### config.mk
export PLATFORM = sky130hd
export DESIGN_NAME = cntlz_pipe
export DESIGN_NICKNAME = d
export VERILOG_FILES = /design/src/rtl/cntlz_pkg.sv /design/src/rtl/cntlz_byte.sv /design/src/rtl/cntlz_pipe.sv
export SDC_FILE = /design/constraint.sdc
export NUM_CORES = 1
export LEC_CHECK = 0
export CAP_MARGIN = 40
export CORE_MARGIN = 2
export CORE_UTILIZATION = 55
export DETAILED_ROUTE_END_ITERATION = 16
export PLACE_DENSITY = 0.83
export SLEW_MARGIN = 25
export SYNTH_ARGS = -nofsm -noshare
export SYNTH_HDL_FRONTEND = slang
export SYNTH_SLANG_ARGS = --single-unit
### constraint.sdc
create_clock -name clk -period 11.07 [get_ports clk]
set_input_delay 1.107 -clock clk [delete_from_list [all_inputs] [get_ports clk]]
set_output_delay 1.107 -clock clk [all_outputs]
set_load 0.02 [all_outputs]
### src/rtl/cntlz_pkg.sv
// Shared types and helpers for the pipelined bit-scan unit (cntlz_pipe).
package cntlz_pkg;

    localparam int BYTE_W = 8;

    typedef enum logic [2:0] {
        CLZ = 3'b000,
        CLO = 3'b001,
        CTZ = 3'b010,
        CTO = 3'b011,
        POP = 3'b100
    } scan_mode_e;

    function automatic int cw_f(input int width);
        return $clog2(width) + 1;
    endfunction

endpackage

### src/rtl/cntlz_byte.sv
// 8-bit leading-zero LUT (0..8); with CNTLZ_POPCNT_EN it also returns the byte popcount.
module cntlz_byte
    import cntlz_pkg::*;
(
    input  logic [BYTE_W-1:0] data,
    output logic [3:0]        lz
`ifdef CNTLZ_POPCNT_EN
    ,
    output logic [3:0]        pop
`endif
);

    // Ascending scan: the highest set bit is the last to assign.
    always_comb begin
        lz = 4'd8;
        for (int i = 0; i < BYTE_W; i++) begin
            if (data[i]) lz = 4'(BYTE_W - 1 - i);
        end
    end

`ifdef CNTLZ_POPCNT_EN
    always_comb begin
        pop = 4'($countones(data));
    end
`endif

endmodule

### src/rtl/cntlz_pipe.sv
// Two-stage valid/ready bit scan (CLZ/CLO/CTZ/CTO); CNTLZ_POPCNT_EN adds popcount on in_mode[2].
module cntlz_pipe
    import cntlz_pkg::*;
#(
    parameter int  WIDTH = 64,
    parameter int  TAGW  = 4,
    localparam int CW    = cw_f(WIDTH)
) (
    input  logic             clk,
    input  logic             rst_n,
    input  logic             in_valid,
    output logic             in_ready,
    input  logic [WIDTH-1:0] in_data,
    input  logic [2:0]       in_mode,
    input  logic [TAGW-1:0]  in_tag,
    output logic             out_valid,
    input  logic             out_ready,
    output logic [CW-1:0]    out_cnt,
    output logic             out_all,
    output logic [TAGW-1:0]  out_tag
);

    localparam int NB = WIDTH / BYTE_W;

    scan_mode_e       mode;
    logic [WIDTH-1:0] rev;
    logic [WIDTH-1:0] cond;
    logic [3:0]       byte_lz [NB];
    logic             s1_valid;
    logic [3:0]       s1_cnt [NB];
    logic [TAGW-1:0]  s1_tag;
    logic             s2_load;
    logic [CW-1:0]    merged_cnt;
    logic             merged_all;

`ifdef CNTLZ_POPCNT_EN
    logic [3:0] byte_pop [NB];
    logic       s1_pop;
`else
    logic unused_mode;
    assign unused_mode = in_mode[2];
`endif

    assign s2_load  = !out_valid || out_ready;
    assign in_ready = !s1_valid || s2_load;

    // Trailing scans reuse the leading-zero LUTs on the bit-reversed operand.
    always_comb begin
        for (int i = 0; i < WIDTH; i++) rev[i] = in_data[WIDTH-1-i];
        mode = scan_mode_e'({1'b0, in_mode[1:0]});
`ifdef CNTLZ_POPCNT_EN
        if (in_mode[2]) mode = POP;
`endif
        case (mode)
            CLZ:     cond = in_data;
            CLO:     cond = ~in_data;
            CTZ:     cond = rev;
            CTO:     cond = ~rev;
            default: cond = in_data;
        endcase
    end

    for (genvar b = 0; b < NB; b++) begin : g_byte
        cntlz_byte u_byte (
            .data (cond[BYTE_W*b +: BYTE_W]),
            .lz   (byte_lz[b])
`ifdef CNTLZ_POPCNT_EN
            ,
            .pop  (byte_pop[b])
`endif
        );
    end

    // ---- stage 1: per-byte counts ----
    always_ff @(posedge clk or negedge rst_n) begin
        if (!rst_n) s1_valid <= 1'b0;
        else if (in_ready) s1_valid <= in_valid;
    end

    always_ff @(posedge clk) begin
        if (in_ready && in_valid) begin
            s1_tag <= in_tag;
            for (int b = 0; b < NB; b++) begin
`ifdef CNTLZ_POPCNT_EN
                s1_cnt[b] <= in_mode[2] ? byte_pop[b] : byte_lz[b];
`else
                s1_cnt[b] <= byte_lz[b];
`endif
            end
`ifdef CNTLZ_POPCNT_EN
            s1_pop <= in_mode[2];
`endif
        end
    end

    // ---- stage 2: MSB-first priority merge (or popcount sum) ----
    always_comb begin
        logic found;
        found      = 1'b0;
        merged_cnt = '0;
        for (int i = NB - 1; i >= 0; i--) begin
            if (!found) begin
                merged_cnt = merged_cnt + CW'(s1_cnt[i]);
                if (s1_cnt[i] != 4'd8) found = 1'b1;
            end
        end
        merged_all = !found;
`ifdef CNTLZ_POPCNT_EN
        if (s1_pop) begin
            merged_cnt = '0;
            for (int i = 0; i < NB; i++) merged_cnt = merged_cnt + CW'(s1_cnt[i]);
            merged_all = (merged_cnt == CW'(WIDTH));
        end
`endif
    end

    always_ff @(posedge clk or negedge rst_n) begin
        if (!rst_n) begin
            out_valid <= 1'b0;
            out_cnt   <= '0;
            out_all   <= 1'b0;
            out_tag   <= '0;
        end else if (s2_load) begin
            out_valid <= s1_valid;
            if (s1_valid) begin
                out_cnt <= merged_cnt;
                out_all <= merged_all;
                out_tag <= s1_tag;
            end
        end
    end

endmodule

# ---- After elaboration in Yosys (flattened, before gate mapping)
# Memory sizes are Yosys's and may differ from the RTL's.
# Cells that the tools add are included.
dict set report word_totals {
  ff_bits 18
  ram_bits 32
  output_inout_bits 14
  n_memories 1
}
dict set report op_classes {
  n_addsub 7
  eq_ne 11
  mux 89
  bitwise_logic 2
  reduce_logical 8
}
# name words width rd rd_clocked_by_memory_dff wr line
set memory_table {}
lappend memory_table {s1_cnt 8 4 8 0 8 cntlz_pipe.sv:30} ;# logic [3:0] s1_cnt [NB];
# operator count
set ops {}
lappend ops {{two-way mux 4 bit} 64}
lappend ops {{case mux 64 bit (4 select lines)} 1}
lappend ops {{inverter 64 bit} 2}
lappend ops {{adder 7 x 4 -> 7 bit} 6}
lappend ops {{two-way mux 7 bit} 6}
lappend ops {{!= test 4 bit (second input constant)} 8}
lappend ops {{two-way mux 1 bit} 17}
lappend ops {{adder 4 x 4 -> 5 bit} 1}
lappend ops {{two-way mux 5 bit} 1}
lappend ops {{== test 2 bit (second input constant)} 2}
lappend ops {{zero test 1 bit} 3}
lappend ops {{== test 2 x 1 -> 1 bit (second input constant)} 1}
lappend ops {{zero test 2 bit} 1}
lappend ops {{logical OR 1 bit} 2}
lappend ops {{AND reduction 2 bit} 1}
lappend ops {{logical AND 1 bit} 1}

# ---- Longest topological paths before layout
# An unclocked memory read counts as a cell.
dict set report logic_depth {
  depth_word 16
  mapped_depth 35
  depth_no_buf 35
}

# ---- By module
# Synthesis repeated with hierarchy kept, for this count alone.
dict set report hier_totals {
  hier_cells 568
  hier_area_um2 5308.8
}
# module n_inst cells_per_inst area_each_um2 seq_area_each_um2
set by_module_without_submodules {}
lappend by_module_without_submodules {cntlz_pipe 1 456 4618.2 1431.4}
lappend by_module_without_submodules {cntlz_byte 8 14 86.3 0.0}

# ---- Least setup slack after synthesis
# OpenSTA, ideal clock, no wires.
dict set report synth_timing {
  path_type {reg-to-reg}
  from {memory s1_cnt[7][0] (netlist: s1_cnt[1][12])}
  to {register out_cnt[6]}
  setup_ns 0.077
  arrival_time_ns 6.263
  slack_ns 4.731
  path_stages_with_launch 29
  n_path_buf 0
  cell_sequence {edfxtp_1 > ha_1 > fa_1 > a31o_2 > inv_1 > fa_1 > a21oi_1 > fa_1 > o21ai_0 > a21oi_1 > fa_1 > mux2_2 > ha_1 > a21o_1 > a21oi_1 > xnor2_1 > a21oi_1 > nor2_1 > a21oi_1 > ha_1 > xnor2_1 > mux2_2 > ha_1 > a21oi_1 > nor2_1 > nand2_1 > nor2_1 > xnor3_1 > o21ai_1}
}
# item line
set synth_rtl {}
lappend synth_rtl {{start: declaration} cntlz_pipe.sv:30}
lappend synth_rtl {{end signal: assignment} cntlz_pipe.sv:126} ;# out_cnt <= merged_cnt;
lappend synth_rtl {{end: declaration} cntlz_pipe.sv:18} ;# output logic [CW-1:0] out_cnt,

==> flow_metrics.tcl <==
set metrics [dict create \
    nFillCells 869 \
    grt_pass1_vias 5566 \
    worst_path_cell_with_the_longest_stage_delay "sky130_fd_sc_hd__a2111oi_0" \
    multi_input_comb_area_mm2 0.004209 \
    ys_warn_count 0 \
    yosys_most_used_dff "sky130_fd_sc_hd__edfxtp_1" \
    leakage_power_figure_nw 2.808 \
    yosysSeqAreaShare_pct 24.02 \
    grt_remaining_overflow 0 \
    finalSetupTns_ns 0 \
    grt_usage_pct 25.91 \
    antenna_found_initial 0 \
    post_route_cells_drive_above_1_share_pct 7.911 \
    vias_per_cell 6.303 \
    core_mm2 0.01070 \
    finalWorstPathRequiredPeriod_ns 7.460 \
    synth.top_cells.by_area "sky130_fd_sc_hd__edfxtp_1 18%, sky130_fd_sc_hd__ha_1 6.1%, sky130_fd_sc_hd__dfrtp_1 5.9%, sky130_fd_sc_hd__mux2_2 4.7%, sky130_fd_sc_hd__a21oi_1 4.6%" \
    path_max_fanout 6 \
    max_cap_viol_count 0 \
    synthDominantCellAreaShare_pct 18.14 \
    drtPass1Iterations 5 \
    final_hold_viol_count 0 \
    number_of_placed_cells_counting_well_taps 941 \
    place_ws_ns 3.840 \
    yosys.cell_types.count 76 \
    detail-route-antenna-nets 0 \
    placed_cell_area_mm2 0.006914 \
    antennaDiodeCount 0 \
    first_iter_violations 492 \
    post-cts-setup-buffers 0 \
    p_total_mw 0.6210 \
    clkSinkCount 50 \
    finalWorstSetupSlack_ns 3.610 \
    post_cts_resize_count 0 \
    synth_enable_flop_cells 36 \
    clock_path_buffers 2 \
    post_cts_hold_buffer_count 0 \
    seq_power_share_pct 37.4 \
    io_buffers 87 \
    ctsRootBufferMaster "sky130_fd_sc_hd__clkbuf_8" \
    design.die.area_mm2 0.01168 \
    chipWidth_um 108.1 \
    h_tree_levels 2 \
    worst_path_most_repeated_cell "sky130_fd_sc_hd__ha_1" \
    power_frac_comb_pct 41.4 \
    nets 919 \
    synth-async-reset-ratio_pct 28.00 \
    status "completed" \
    timing.setup.critical_path_class "flip-flop to flip-flop" \
    clkTransAtPathRegs_ns 0.09 \
    setup_viol 0 \
    timing.critical_path.from_type "flip-flop" \
    ff_latch_count_synth 50 \
    worst-endpoint-arrival_ns 7.66 \
    worstPathRequired_ns 11.27 \
    worstHoldPathType "flip-flop to flip-flop" \
    fin_area_mm2 0.007030 \
    slowest_delay_ns 0.52 \
    number_of_remaining_drc_errors 0 \
    p_switching_mw 0.2165 \
    die-height_um 108.1 \
    io-pin-count 89 \
    gp_congestion 0.9207 \
    overall_routed_net_length_um 14960 \
    tritoncts.num_buffers 5 \
    yosysTopAreaCell "sky130_fd_sc_hd__edfxtp_1" \
    grt_setup_unrepaired "false" \
    rows 38 \
    fmax_ghz 0.1340 \
    finalCritPeriodShare_pct 67.39 \
    power_report.internal_total_mw 0.4045 \
    vdd_drop_max_mv 0.06016 \
    synth_area_per_cell_um2 8.042 \
    timing.critical_path.to_type "flip-flop" \
    cts_tree "done" \
    start_util_pct 55.71 \
    slew-limit-headroom_pct 51.22 \
    fin_cells 949 \
    power.density_cell_area_mw_per_mm2 88.33 \
    syn-num-nets 852 \
    vias 5982 \
    layout.area.seq_mm2 0.001431 \
    syn_to_final_growth_pct 17.97 \
    cells_after_synth 741 \
    clk_latency_ns 0.31 \
    detailedPlacementHpwl_um 11700 \
    clock_network_power_share_pct 21.2 \
    worst-slew-pin-transition_ns 0.7299 \
    post_drt_wl_per_cell_um 15.76 \
    drv_slew 0 \
    grt_max_degree 55 \
    grt_first_pass_wirelength_um 25160 \
    synthMostInstantiatedCell "sky130_fd_sc_hd__nand2_1" \
    power.share.switching_pct 34.86 \
    synth.cell_area_mm2 0.005959 \
    synth_top_cells_by_count "67 x sky130_fd_sc_hd__nand2_1, 55 x sky130_fd_sc_hd__a21oi_1, 55 x sky130_fd_sc_hd__o21ai_0" \
    fin_skew_ns 0.004427 \
]
final cells by class:
class                      count  share of cell area, %
tap                          140                  2.492
sequential                    50                  20.36
clock inverter                 3                 0.6763
multi-input combinational    611                  59.87
clock buffer                   5                 0.9788
inverter                      48                  2.563
timing repair buffer          92                  13.06
metrics by stage:
stage / hold WS [ns] / utilization, %
2_1_floorplan: 0.4555 / -
3_3_place_gp: 0.4577 / 64.33
3_5_place_dp: 0.4655 / 64.63
4_1_cts: 0.4877 / 65.72
5_1_grt: 0.5084 / 65.72
6_report: 0.4838 / 65.72
logic make-up after synthesis:
kind of cell	synth area share (%)
adder cells (fa/ha/maj)	8.440
multiplexers	8.797
AO/OA/AOI/OAI	25.97
buffers and inverters	5.354
AND/OR/NAND/NOR	23.43
XOR/XNOR	3.989
flip-flops	24.02
metal layers:
metal	wire, um	share of wire, %	global-route usage (%)	up-vias
met5	0	0	0	-
met4	233	1.6	6.685	0
met3	646	4.3	2.773	24
met2	7375	49	44.70	176
met1	6700	45	34.74	2859
li1	-	-	-	2923
power groups by stage:
stage               Clock, mW  Sequential, mW  Combinational [mW]
global placement            0           0.235               0.239
finish                  0.132           0.232               0.257
CTS                     0.134           0.232               0.255
detailed placement          0           0.236               0.252
global route            0.139           0.234               0.285
floorplan                   0           0.240               0.160
sequential cells by signal, indices dropped and copies added, names as in the netlist:
name	flops
out_all	1
s1_valid	1
out_valid	1
s1_tag	4
s1_cnt	32
out_tag	4
out_cnt	7
path summary, 6_finish.rpt:
path	startpoint	to	slack, ns	depth (start not counted)
setup / recovery	s1_cnt[1][12]	out_cnt[5]	3.61	34
hold / removal	s1_tag[2]	out_tag[2]	0.48	1
setup reg to reg	s1_cnt[1][12]	out_cnt[5]	3.61	34
hold reg to reg	s1_tag[2]	out_tag[2]	0.48	1
max in group asynchronous	rst_n	out_all	9.51	1
min in group asynchronous	rst_n	out_tag[1]	1.17	1
worst max-delay path: cells and delay by family (launching register included):
kind | cells | cell delay, ns
xor gates and xnor gates | 5 | 0.89
buffers and inverters | 3 | 0.26
DFF | 1 | 0.49
muxes | 1 | 0.26
adders and majority gates | 7 | 2.40
AOI/OAI and AO/OA | 14 | 2.64
and+or+nand+nor | 4 | 0.39
placed cells by master (no fill, tap or decap), types with 6 or more instances in the layout:
cell type                         count
sky130_fd_sc_hd__xnor2_1             14
sky130_fd_sc_hd__a311oi_1             7
sky130_fd_sc_hd__o21ai_0             55
sky130_fd_sc_hd__or3_1               19
sky130_fd_sc_hd__mux2i_1             22
sky130_fd_sc_hd__nand2b_1            11
sky130_fd_sc_hd__a31oi_1             16
sky130_fd_sc_hd__a21oi_1             55
sky130_fd_sc_hd__a211oi_1            13
sky130_fd_sc_hd__mux2_2              25
sky130_fd_sc_hd__a21o_1              14
sky130_fd_sc_hd__inv_1               48
sky130_fd_sc_hd__xor2_1               8
sky130_fd_sc_hd__nor3_1              29
sky130_fd_sc_hd__and3_1               8
sky130_fd_sc_hd__dfrtp_1             14
sky130_fd_sc_hd__o31ai_1              6
sky130_fd_sc_hd__nand3_1             42
sky130_fd_sc_hd__nand2_1             67
sky130_fd_sc_hd__clkdlybuf4s50_1     85
sky130_fd_sc_hd__nor2_1              54
sky130_fd_sc_hd__ha_1                29
sky130_fd_sc_hd__edfxtp_1            36
sky130_fd_sc_hd__o32ai_1              7
sky130_fd_sc_hd__o211ai_1            12
sky130_fd_sc_hd__fa_1                 7
(Power assumes the default switching activity.)
